<file path="config.mk">
export PLATFORM = sky130hd
export DESIGN_NAME = adc_axis_adapter_flat
export DESIGN_NICKNAME = d
export VERILOG_FILES = /design/src/rtl/adc_axis_if.sv /design/src/rtl/adc_axis_adapter.sv /design/src/flat_wrapper.sv
export SDC_FILE = /design/constraint.sdc
export NUM_CORES = 1
export LEC_CHECK = 0
export ABC_CLOCK_PERIOD_IN_PS = 8270
export BUFFER_PORTS_ARGS = -buffer_cell sky130_fd_sc_hd__buf_2
export CORE_ASPECT_RATIO = 1.2
export CORE_MARGIN = 1
export CORE_UTILIZATION = 55
export CTS_BUF_LIST = sky130_fd_sc_hd__clkbuf_8
export CTS_CLUSTER_DIAMETER = 120
export DETAILED_ROUTE_END_ITERATION = 6
export PLACE_DENSITY = 0.74
export SKIP_CTS_REPAIR_TIMING = 1
export SYNTH_ARGS = -nofsm -noshare
export SYNTH_HDL_FRONTEND = slang
export SYNTH_SLANG_ARGS = --single-unit
</file>
<file path="constraint.sdc">
create_clock -name clk -period 8.27 [get_ports clk]
set_input_delay 0.827 -clock clk [delete_from_list [all_inputs] [get_ports clk]]
set_output_delay 0.827 -clock clk [all_outputs]
set_load 0.05 [all_outputs]
</file>
<file path="src/rtl/adc_axis_if.sv">
// Valid-only sample stream carrying the packed {ch_b, ch_a} word toward pdh_core.
interface adc_axis_if #(
   parameter int W = 32
);
   logic [W-1:0] tdata;
   logic         tvalid;

   modport master (output tdata, output tvalid);
   modport slave  (input  tdata, input  tvalid);
endinterface

</file>
<file path="src/rtl/adc_axis_adapter.sv">
// Red Pitaya ADC front end: offset-binary to two's complement, optional 2^D block
// averaging, valid-only stream out, sticky per-channel rail flags.
module adc_axis_lane #(
   parameter int ADC_WIDTH = 14,
   parameter int OUT_WIDTH = 16,
   parameter int AW        = 22,
   parameter int DW        = 4
) (
   input  logic                 clk,
   input  logic                 rst_n,
   input  logic [ADC_WIDTH-1:0] raw_i,
   input  logic                 v1_i,
   input  logic                 v2_i,
   input  logic                 first_i,
   input  logic                 last_i,
   input  logic                 clr_i,
   input  logic [DW-1:0]        d_i,
   output logic [OUT_WIDTH-1:0] dout_o,
   output logic                 clip_o
);
   logic [ADC_WIDTH-1:0]        raw_q;
   logic signed [OUT_WIDTH-1:0] s2;
   logic signed [AW-1:0]        acc, acc_nx, shd;
   logic [OUT_WIDTH-1:0]        sat_v;
   logic                        rail;

   assign rail = (raw_q == '0) || (raw_q == '1);

   always_comb begin
      acc_nx = (first_i ? '0 : acc) + {{(AW-OUT_WIDTH){s2[OUT_WIDTH-1]}}, s2};
      shd    = acc_nx >>> d_i;
      sat_v  = shd[OUT_WIDTH-1:0];
      // Guard only: a mean of 14-bit codes always fits in 16 bits.
      if (!(&shd[AW-1:OUT_WIDTH-1] || ~|shd[AW-1:OUT_WIDTH-1]))
         sat_v = shd[AW-1] ? {1'b1, {(OUT_WIDTH-1){1'b0}}} : {1'b0, {(OUT_WIDTH-1){1'b1}}};
   end

   always_ff @(posedge clk or negedge rst_n) begin
      if (!rst_n) begin
         raw_q  <= '0;
         s2     <= '0;
         acc    <= '0;
         dout_o <= '0;
         clip_o <= 1'b0;
      end else begin
         raw_q <= raw_i;
         s2    <= {{(OUT_WIDTH-ADC_WIDTH+1){~raw_q[ADC_WIDTH-1]}}, raw_q[ADC_WIDTH-2:0]};
         if (v2_i) begin
            acc <= acc_nx;
            if (last_i) dout_o <= sat_v;
         end else begin
            acc <= '0;
         end
         // A rail hit in the same cycle as a clear keeps the flag set.
         if (v1_i && rail) clip_o <= 1'b1;
         else if (clr_i)   clip_o <= 1'b0;
      end
   end
endmodule

module adc_axis_adapter #(
   parameter int ADC_WIDTH    = 14,
   parameter int OUT_WIDTH    = 16,
   parameter int MAX_DEC_LOG2 = 8
) (
   input  logic                 clk,
   input  logic                 rst_n,
   input  logic [ADC_WIDTH-1:0] adc_dat_a_i,
   input  logic [ADC_WIDTH-1:0] adc_dat_b_i,
   input  logic                 cfg_en_i,
   input  logic [3:0]           dec_log2_i,
   input  logic                 clip_clr_i,
   adc_axis_if.master           m_axis,
   output logic                 clip_a_o,
   output logic                 clip_b_o
);
   localparam int NUM_LANES = 2;
   localparam int STAGES    = 2;
   localparam int AW        = ADC_WIDTH + MAX_DEC_LOG2;
   localparam int CW        = MAX_DEC_LOG2 + 1;

   logic [STAGES-1:0]                         vld_pipe;
   logic [NUM_LANES-1:0][ADC_WIDTH-1:0]       raw;
   logic [NUM_LANES-1:0][OUT_WIDTH-1:0]       dout;
   logic [NUM_LANES-1:0]                      clip;
   logic [CW-1:0]                             cnt;
   logic [3:0]                                d_q, d_clamp, d_eff;
   logic                                      first, last, tvalid_q;

   assign raw     = {adc_dat_b_i, adc_dat_a_i};
   assign d_clamp = (dec_log2_i > 4'(MAX_DEC_LOG2)) ? 4'(MAX_DEC_LOG2) : dec_log2_i;
   // The window's D is sampled only on its first sample; later changes wait.
   assign first   = (cnt == '0);
   assign d_eff   = first ? d_clamp : d_q;
   assign last    = (cnt == (CW'(1) << d_eff) - CW'(1));

   always_ff @(posedge clk or negedge rst_n) begin
      if (!rst_n) begin
         vld_pipe <= '0;
         cnt      <= '0;
         d_q      <= '0;
         tvalid_q <= 1'b0;
      end else begin
         vld_pipe <= {vld_pipe[STAGES-2:0], cfg_en_i};
         if (vld_pipe[STAGES-1]) begin
            if (first) d_q <= d_clamp;
            cnt      <= last ? '0 : cnt + CW'(1);
            tvalid_q <= last;
         end else begin
            // An invalid sample drops any partial window.
            cnt      <= '0;
            tvalid_q <= 1'b0;
         end
      end
   end

   for (genvar i = 0; i < NUM_LANES; i++) begin : g_lane
      adc_axis_lane #(
         .ADC_WIDTH (ADC_WIDTH),
         .OUT_WIDTH (OUT_WIDTH),
         .AW        (AW),
         .DW        (4)
      ) u_lane (
         .clk     (clk),
         .rst_n   (rst_n),
         .raw_i   (raw[i]),
         .v1_i    (vld_pipe[0]),
         .v2_i    (vld_pipe[STAGES-1]),
         .first_i (first),
         .last_i  (last),
         .clr_i   (clip_clr_i),
         .d_i     (d_eff),
         .dout_o  (dout[i]),
         .clip_o  (clip[i])
      );
   end

   assign m_axis.tdata  = dout;
   assign m_axis.tvalid = tvalid_q;
   assign clip_a_o      = clip[0];
   assign clip_b_o      = clip[1];
endmodule

</file>
<file path="src/flat_wrapper.sv">
// flat-port wrapper written by rule: the top's interface ports become plain ports
module adc_axis_adapter_flat 
#(
   parameter int ADC_WIDTH    = 14,
   parameter int OUT_WIDTH    = 16,
   parameter int MAX_DEC_LOG2 = 8
)
  (clk, rst_n, adc_dat_a_i, adc_dat_b_i, cfg_en_i, dec_log2_i, clip_clr_i, clip_a_o, clip_b_o, m_axis_tdata, m_axis_tvalid);
  adc_axis_if m_axis_i ();
  input  logic clk;
  input  logic rst_n;
  input  logic [ADC_WIDTH-1:0] adc_dat_a_i;
  input  logic [ADC_WIDTH-1:0] adc_dat_b_i;
  input  logic cfg_en_i;
  input  logic [3:0] dec_log2_i;
  input  logic clip_clr_i;
  output logic clip_a_o;
  output logic clip_b_o;
  output wire logic [$bits(m_axis_i.tdata)-1:0] m_axis_tdata;
  output wire logic [$bits(m_axis_i.tvalid)-1:0] m_axis_tvalid;
  assign m_axis_tdata = m_axis_i.tdata;
  assign m_axis_tvalid = m_axis_i.tvalid;
  adc_axis_adapter #(.ADC_WIDTH(ADC_WIDTH), .OUT_WIDTH(OUT_WIDTH), .MAX_DEC_LOG2(MAX_DEC_LOG2)) u_core (.clk(clk), .rst_n(rst_n), .adc_dat_a_i(adc_dat_a_i), .adc_dat_b_i(adc_dat_b_i), .cfg_en_i(cfg_en_i), .dec_log2_i(dec_log2_i), .clip_clr_i(clip_clr_i), .m_axis(m_axis_i), .clip_a_o(clip_a_o), .clip_b_o(clip_b_o));
endmodule
</file>
==> results of run 1 <==
## stage by stage
step / power [W] / setup slack [ns] / util / instances / instance area [um^2]
4_1_cts: 0.002706 / 1.830 / 0.6110 / 1446 / 11190
3_5_place_dp: 0.002082 / 1.898 / 0.5876 / 1414 / 10760
5_1_grt: 0.002874 / 1.053 / 0.6110 / 1446 / 11190
6_report: 0.002716 / 1.848 / 0.6110 / 1446 / 11190
3_3_place_gp: 0.002068 / 2.090 / 0.5876 / 1414 / 10760
2_1_floorplan: 0.001784 / 3.226 / - / 1150 / 10330
## layout by cell type, fill, tap and decap left out, types with 21 or more instances in the layout
| cell type | netlist | layout |
|---|---|---|
| dfrtp_1 | 150 | 150 |
| a21o_1 | 22 | 22 |
| nand2_1 | 86 | 86 |
| o21ai_0 | 64 | 63 |
| mux2i_1 | 24 | 24 |
| xor2_1 | 22 | 22 |
| and2_1 | 74 | 74 |
| xnor2_1 | 29 | 29 |
| a211oi_1 | 22 | 22 |
| nand3_1 | 21 | 21 |
| a21oi_1 | 89 | 89 |
| nor2_1 | 126 | 126 |
| ha_1 | 45 | 45 |
| buf_2 | 13 | 69 |
## power groups by stage
stage	sequential [W]	combinational (W)	clock, W
after floorplan	0.000880	0.000904	0
final	0.000838	0.00126	0.000619
after global placement	0.000851	0.00122	0
after detailed placement	0.000852	0.00123	0
after global routing	0.000846	0.00137	0.000661
after CTS	0.000838	0.00124	0.000630
## flip-flops by register name, indices dropped and copies added, names as in the netlist
register	count
u_core.g_lane.u_lane.clip_o	2
u_core.cnt	9
u_core.g_lane.u_lane.dout_o	32
u_core.g_lane.u_lane.s2	28
u_core.g_lane.u_lane.acc	44
u_core.d_q	4
u_core.m_axis.tvalid	1
u_core.g_lane.u_lane.raw_q	28
u_core.vld_pipe	2
## kinds of logic (layout without fill, tap and decap cells)
| logic type | after synthesis | count (layout) | share of synthesized area |
|---|---|---|---|
| AOI/OAI and AO/OA | 376 | 376 | 0.2577 |
| xor gates and xnor gates | 51 | 51 | 0.04326 |
| adders and majority gates | 47 | 47 | 0.05840 |
| buffers and inverters | 87 | 131 | 0.03853 |
| DFF | 150 | 150 | 0.3635 |
| muxes | 37 | 37 | 0.04289 |
| and+or+nand+nor | 402 | 402 | 0.1957 |
## metal layers
layer / GRT usage / vias up / routed length [um]
met2: 0.5008 / 313 / 13640
met1: 0.3742 / 4425 / 11310
met4: 0.1468 / 0 / 1158
met5: 0 / - / 0
li1: - / 4330 / -
met3: 0.04542 / 85 / 1366
## layout make-up
class,instances,share of cell area
multi-input combinational,913,0.5527
sequential,150,0.3355
timing repair buffer,81,0.03926
tap,252,0.02818
clock buffer,18,0.02215
clock inverter,14,0.01611
inverter,18,0.006040
## worst reg2reg max path, stage by stage (launching register included)
cell and delay, ns:
dfrtp_1 0.44, inv_1 0.10, ha_1 0.16, nor4b_2 0.43, nand2_2 0.71, and2_1 0.48, ha_1 0.22, fa_1 0.43
a21o_1 0.20, a22oi_1 0.18, o311ai_0 0.30, o21ai_0 0.33, o211a_1 0.23, nor2_1 0.05, a21oi_1 0.43, o2111ai_1 0.19
o311ai_1 1.01, o21ai_0 0.24, a31oi_1 0.21
## worst paths after layout
path | startpoint | to | depth (start not counted)
worst max-delay path | u_core.cnt[0] | u_core.g_lane[0].u_lane.dout_o[0] | 18
worst min-delay path | u_core.g_lane[0].u_lane.raw_q[6] | u_core.g_lane[0].u_lane.s2[6] | 0
worst max register to register | u_core.cnt[0] | u_core.g_lane[0].u_lane.dout_o[0] | 18
worst min register to register | u_core.g_lane[0].u_lane.raw_q[6] | u_core.g_lane[0].u_lane.s2[6] | 0
max in group asynchronous | rst_n | u_core.g_lane[0].u_lane.dout_o[0] | 2
min in group asynchronous | rst_n | u_core.g_lane[0].u_lane.raw_q[8] | 1
==> results.json, run 1 <==
{
  "status": "completed",
  "drv_cap": 0,
  "seqCellArea_um2": 3754,
  "drtIter0Drc": 846,
  "synth_common_cells": "dfrtp_1, nor2_1, a21oi_1",
  "hpwl_mm": 19.75,
  "area_growth_pct": 8.337,
  "diodes": 0,
  "std_cell_rows": 54,
  "synth_top_cell_area_share": 0.3635,
  "cts_tree": "done",
  "drc": 0,
  "clock_power_share": 0.228,
  "crit_type": "reg2reg",
  "cp.arrival_ns": 6.81,
  "crit_path_start_kind": "flip-flop",
  "grt_pass1_wl_mm": 45.31,
  "cts.path.max_buffers": 2,
  "core_area_um2": 18310,
  "yosysUniqueCellTypes": 97,
  "multi_input_area_um2": 6183,
  "antenna_found_initial": 0,
  "p_leak_nw": 4.954,
  "ys_seq_elements": 150,
  "cp.required_ns": 8.66,
  "power_frac_comb": 0.463,
  "synthFlopType": "dfrtp_1",
  "fin_skew_ns": 0.01200,
  "slew_headroom": 0.2233,
  "drive_gt1_frac": 0.1466,
  "numCtsBuffers": 17,
  "gp_congestion": 0.9533,
  "synth_edf_count": 0,
  "port_buffers": 70,
  "rsz0062_at_grt": "no",
  "fin_tns_setup_ns": 0,
  "hold_viol": 0,
  "cp-end-kind": "flip-flop",
  "top_level_ports": 71,
  "slew_violations": 0,
  "worst_slew_pin_slew_ns": 1.147,
  "path_max_fanout": 59,
  "drt_wl_total_mm": 27.48,
  "cts_sinks": 150,
  "grt_max_degree": 94,
  "groute.usage.overall": 0.2983,
  "ys_seq_area_frac": 0.3635,
  "setup_viol": 0,
  "holdWs_ns": 0.4024,
  "min_period_over_period": 0.7766,
  "cts-root-buf": "clkbuf_8",
  "seqPwrFrac": 0.309,
  "hp-class": "reg2reg",
  "power_density_nw_per_um2": 242.7,
  "post_drt_wl_per_cell_um": 19.00,
  "die_w_um": 127.1,
  "synth_most_common_cell": "dfrtp_1",
  "clock_latency_ns": 0.47,
  "num_vias": 9153,
  "r2r_slack_ns": 1.85,
  "die_y_um": 152.1,
  "synthCells": 1150,
  "crit_buf_inv": 1,
  "synthArstFlopShare": 1.000,
  "fillers": 1649,
  "power.switching_w": 0.001171,
  "fmax_ghz": 0.1557,
  "ys_top_cells_by_area": "dfrtp_1, ha_1, nor2_1",
  "synth-warning-count": 0,
  "critPathMaxStageDelay_ns": 1.01,
  "cp_top_family": "compound AO/OA/AOI/OAI gates",
  "clk_pin_slew_ns": 0.09,
  "gr-total-overflow": 0,
  "detail-route-antenna-nets": 0,
  "crit_chain": "inv_1, ha_1, nor4b_2, nand2_2, and2_1, ha_1, fa_1, a21o_1, a22oi_1, o311ai_0, o21ai_0, o211a_1, nor2_1, a21oi_1, o2111ai_1, o311ai_1, o21ai_0, a31oi_1",
  "cts-htree-levels": 4,
  "synth_area_per_cell_um2": 8.979,
  "fin_crit_ns": 6.422,
  "dr.pass1.iters": 7,
  "num-nets-final": 1264,
  "cp_slowest_cell": "o311ai_1",
  "dieArea_um2": 19330,
  "syn_nets": 1233,
  "netSwitchingFraction": 0.4311,
  "grt_pass1_vias": 8804,
  "syn_area_um2": 10330,
  "start_util": 0.5640,
  "synth_area_leader_cell": "dfrtp_1",
  "ir_worst_vdd_mv": 0.1302,
  "viasPerCell": 6.330,
  "p_int_w": 0.001545
}
No activity file was read; power rests on OpenSTA's default activity.
==> run 2, diff against run 1 <==
- ABC_CLOCK_PERIOD_IN_PS: 8270 -> 5700
- PLACE_DENSITY: 0.74 -> 0.76
- clock period: 8.27 -> 5.7 ns (I/O delays scaled with it)
==> run 2 against run 1 <==
Clock-buffer cell count unchanged; worst setup slack worse by 1.5 ns; via count up 0.97%; final cell count up 0.76%; combinational power up 48%; sequential share of layout area down 0.33 points; non-clock buffer count up 11; total power up 47%; register-to-register slack worse by 1.5 ns; critical endpoint is now u_core.g_lane[1].u_lane.dout_o[14]; largest power group unchanged.
==> results.json, run 2 (synthesis results as in run 1) <==
{
  "drv_cap": 0,
  "cp_slowest_cell": "a31oi_1",
  "ir_worst_vdd_mv": 0.1912,
  "min_period_over_period": 0.9349,
  "drc": 0,
  "path_common_cell": "ha_1",
  "setup_slack_ns": 0.3713,
  "num_vias": 9242,
  "cts.path.max_buffers": 2,
  "die_y_um": 152.1,
  "crit_path_start_kind": "flip-flop",
  "cts-root-buf": "clkbuf_8",
  "cp.depth": 18,
  "netSwitchingFraction": 0.4332,
  "cts_tree": "done",
  "fin_skew_ns": 0.01628,
  "start_util": 0.5640,
  "clk_pin_slew_ns": 0.10,
  "p_leak_nw": 5.014,
  "total_power_w": 0.003985,
  "grt_pass1_wl_mm": 45.85,
  "power.switching_w": 0.001727,
  "cts_sinks": 150,
  "holdWs_ns": 0.1613,
  "slew_violations": 0,
  "crit_buf_inv": 2,
  "groute.usage.overall": 0.3028,
  "clock_latency_ns": 0.47,
  "fin_tns_setup_ns": 0,
  "die_w_um": 127.1,
  "viasPerCell": 6.343,
  "seqPwrFrac": 0.305,
  "hold_viol": 0,
  "core_area_um2": 18310,
  "most-common-layout-cells": "dfrtp_1, nor2_1, a21oi_1",
  "status": "completed",
  "post_drt_wl_per_cell_um": 19.30,
  "hpwl_mm": 20.46,
  "r2r-end": "u_core.g_lane[1].u_lane.dout_o[14]",
  "antenna_found_initial": 0,
  "r2r-start": "u_core.cnt[0]",
  "std_cell_rows": 54,
  "power_frac_comb": 0.468,
  "area_growth_pct": 9.403,
  "cp.required_ns": 6.11,
  "detail-route-antenna-nets": 0,
  "critPathMaxStageDelay_ns": 0.50,
  "gp_congestion": 0.9600,
  "dieArea_um2": 19330,
  "hp-class": "in2async",
  "slew_headroom": 0.3234,
  "power_density_nw_per_um2": 352.8,
  "reg.largest.list": "u_core.g_lane.u_lane.acc x44, u_core.g_lane.u_lane.dout_o x32",
  "diodes": 0,
  "drtIter0Drc": 816,
  "final_common_cell": "dfrtp_1",
  "rsz0062_at_grt": "no",
  "crit_chain": "inv_1, ha_1, nor4b_2, nand2_4, buf_4, and2_1, ha_1, fa_1, a21o_1, nand4_1, a21boi_0, o31a_1, or3_4, a31oi_1, a21oi_2, a211o_1, o311a_4, o22ai_2",
  "setup_viol": 0,
  "cp-end-kind": "flip-flop",
  "port_buffers": 70,
  "cp.arrival_ns": 5.74,
  "grt_max_degree": 98,
  "crit_type": "reg2reg",
  "fillers": 1604,
  "cp_top_family": "compound AO/OA/AOI/OAI gates",
  "fin_crit_ns": 5.329,
  "r2r_slack_ns": 0.37,
  "drive_gt1_frac": 0.1560,
  "gr-total-overflow": 0,
  "dr.pass1.iters": 5,
  "regMostFlops": "u_core.g_lane.u_lane.acc",
  "crit_end": "u_core.g_lane[1].u_lane.dout_o[14]",
  "num-nets-final": 1275,
  "worst_slew_pin_slew_ns": 0.9866,
  "drt_wl_total_mm": 28.13,
  "r2r.worst_path.cells": 18,
  "worstSetupStartpoint": "u_core.cnt[0]",
  "largest_reg_flops": 44,
  "pre_cts_ws_ns": 0.06166,
  "cts-htree-levels": 4,
  "numCtsBuffers": 17,
  "path_max_fanout": 22,
  "p_int_w": 0.002259,
  "top_level_ports": 71,
  "fmax_ghz": 0.1877,
  "grt_pass1_vias": 8839,
  "clock_power_share": 0.227
}
-- run 2: layout make-up --
type | count | area, um^2 | share of cell area
tap | 252 | 315.3 | 0.02791
timing repair buffer | 92 | 521.8 | 0.04618
sequential | 150 | 3754 | 0.3323
clock inverter | 14 | 178.9 | 0.01584
clock buffer | 18 | 247.7 | 0.02193
inverter | 18 | 67.56 | 0.005981
multi-input combinational | 913 | 6212 | 0.5499
-- run 2: power by group through the flow --
stage | combinational, W | sequential (W) | clock [W]
after CTS | 0.00182 | 0.00122 | 0.000917
final | 0.00186 | 0.00122 | 0.000904
after floorplan | 0.00131 | 0.00128 | 0
after detailed placement | 0.00181 | 0.00124 | 0
after global routing | 0.00202 | 0.00123 | 0.000962
after global placement | 0.00180 | 0.00124 | 0
-- run 2: worst min path at each step --
stage | endpoint | start | slack [ns]
3_3_place_gp | u_core.g_lane[0].u_lane.s2[8] | u_core.g_lane[0].u_lane.raw_q[8] | 0.38
5_1_grt | u_core.g_lane[1].u_lane.raw_q[8] | adc_dat_b_i[8] | 0.16
6_report | u_core.g_lane[0].u_lane.raw_q[13] | rst_n | 0.16
4_1_cts | u_core.g_lane[1].u_lane.raw_q[5] | adc_dat_b_i[5] | 0.17
2_1_floorplan | u_core.cnt[0] | rst_n | 0.27
3_5_place_dp | u_core.g_lane[1].u_lane.s2[7] | u_core.g_lane[1].u_lane.raw_q[7] | 0.39
-- run 2: metal layers --
layer  vias to the layer above  global-route usage  wire length, um
li1                       4350                   -                -
met1                      4479              0.3846            11790
met2                       324              0.5044            13780
met3                        89             0.04859             1427
met4                         0              0.1412             1127
met5                         -                   0                0
-- run 2: stage by stage --
| stage | utilization | area, um^2 | std cells |
|---|---|---|---|
| after floorplan | - | 10330 | 1150 |
| after global placement | 0.5921 | 10840 | 1425 |
| after detailed placement | 0.5921 | 10840 | 1425 |
| after CTS | 0.6154 | 11270 | 1457 |
| after global routing | 0.6170 | 11300 | 1457 |
| final | 0.6170 | 11300 | 1457 |
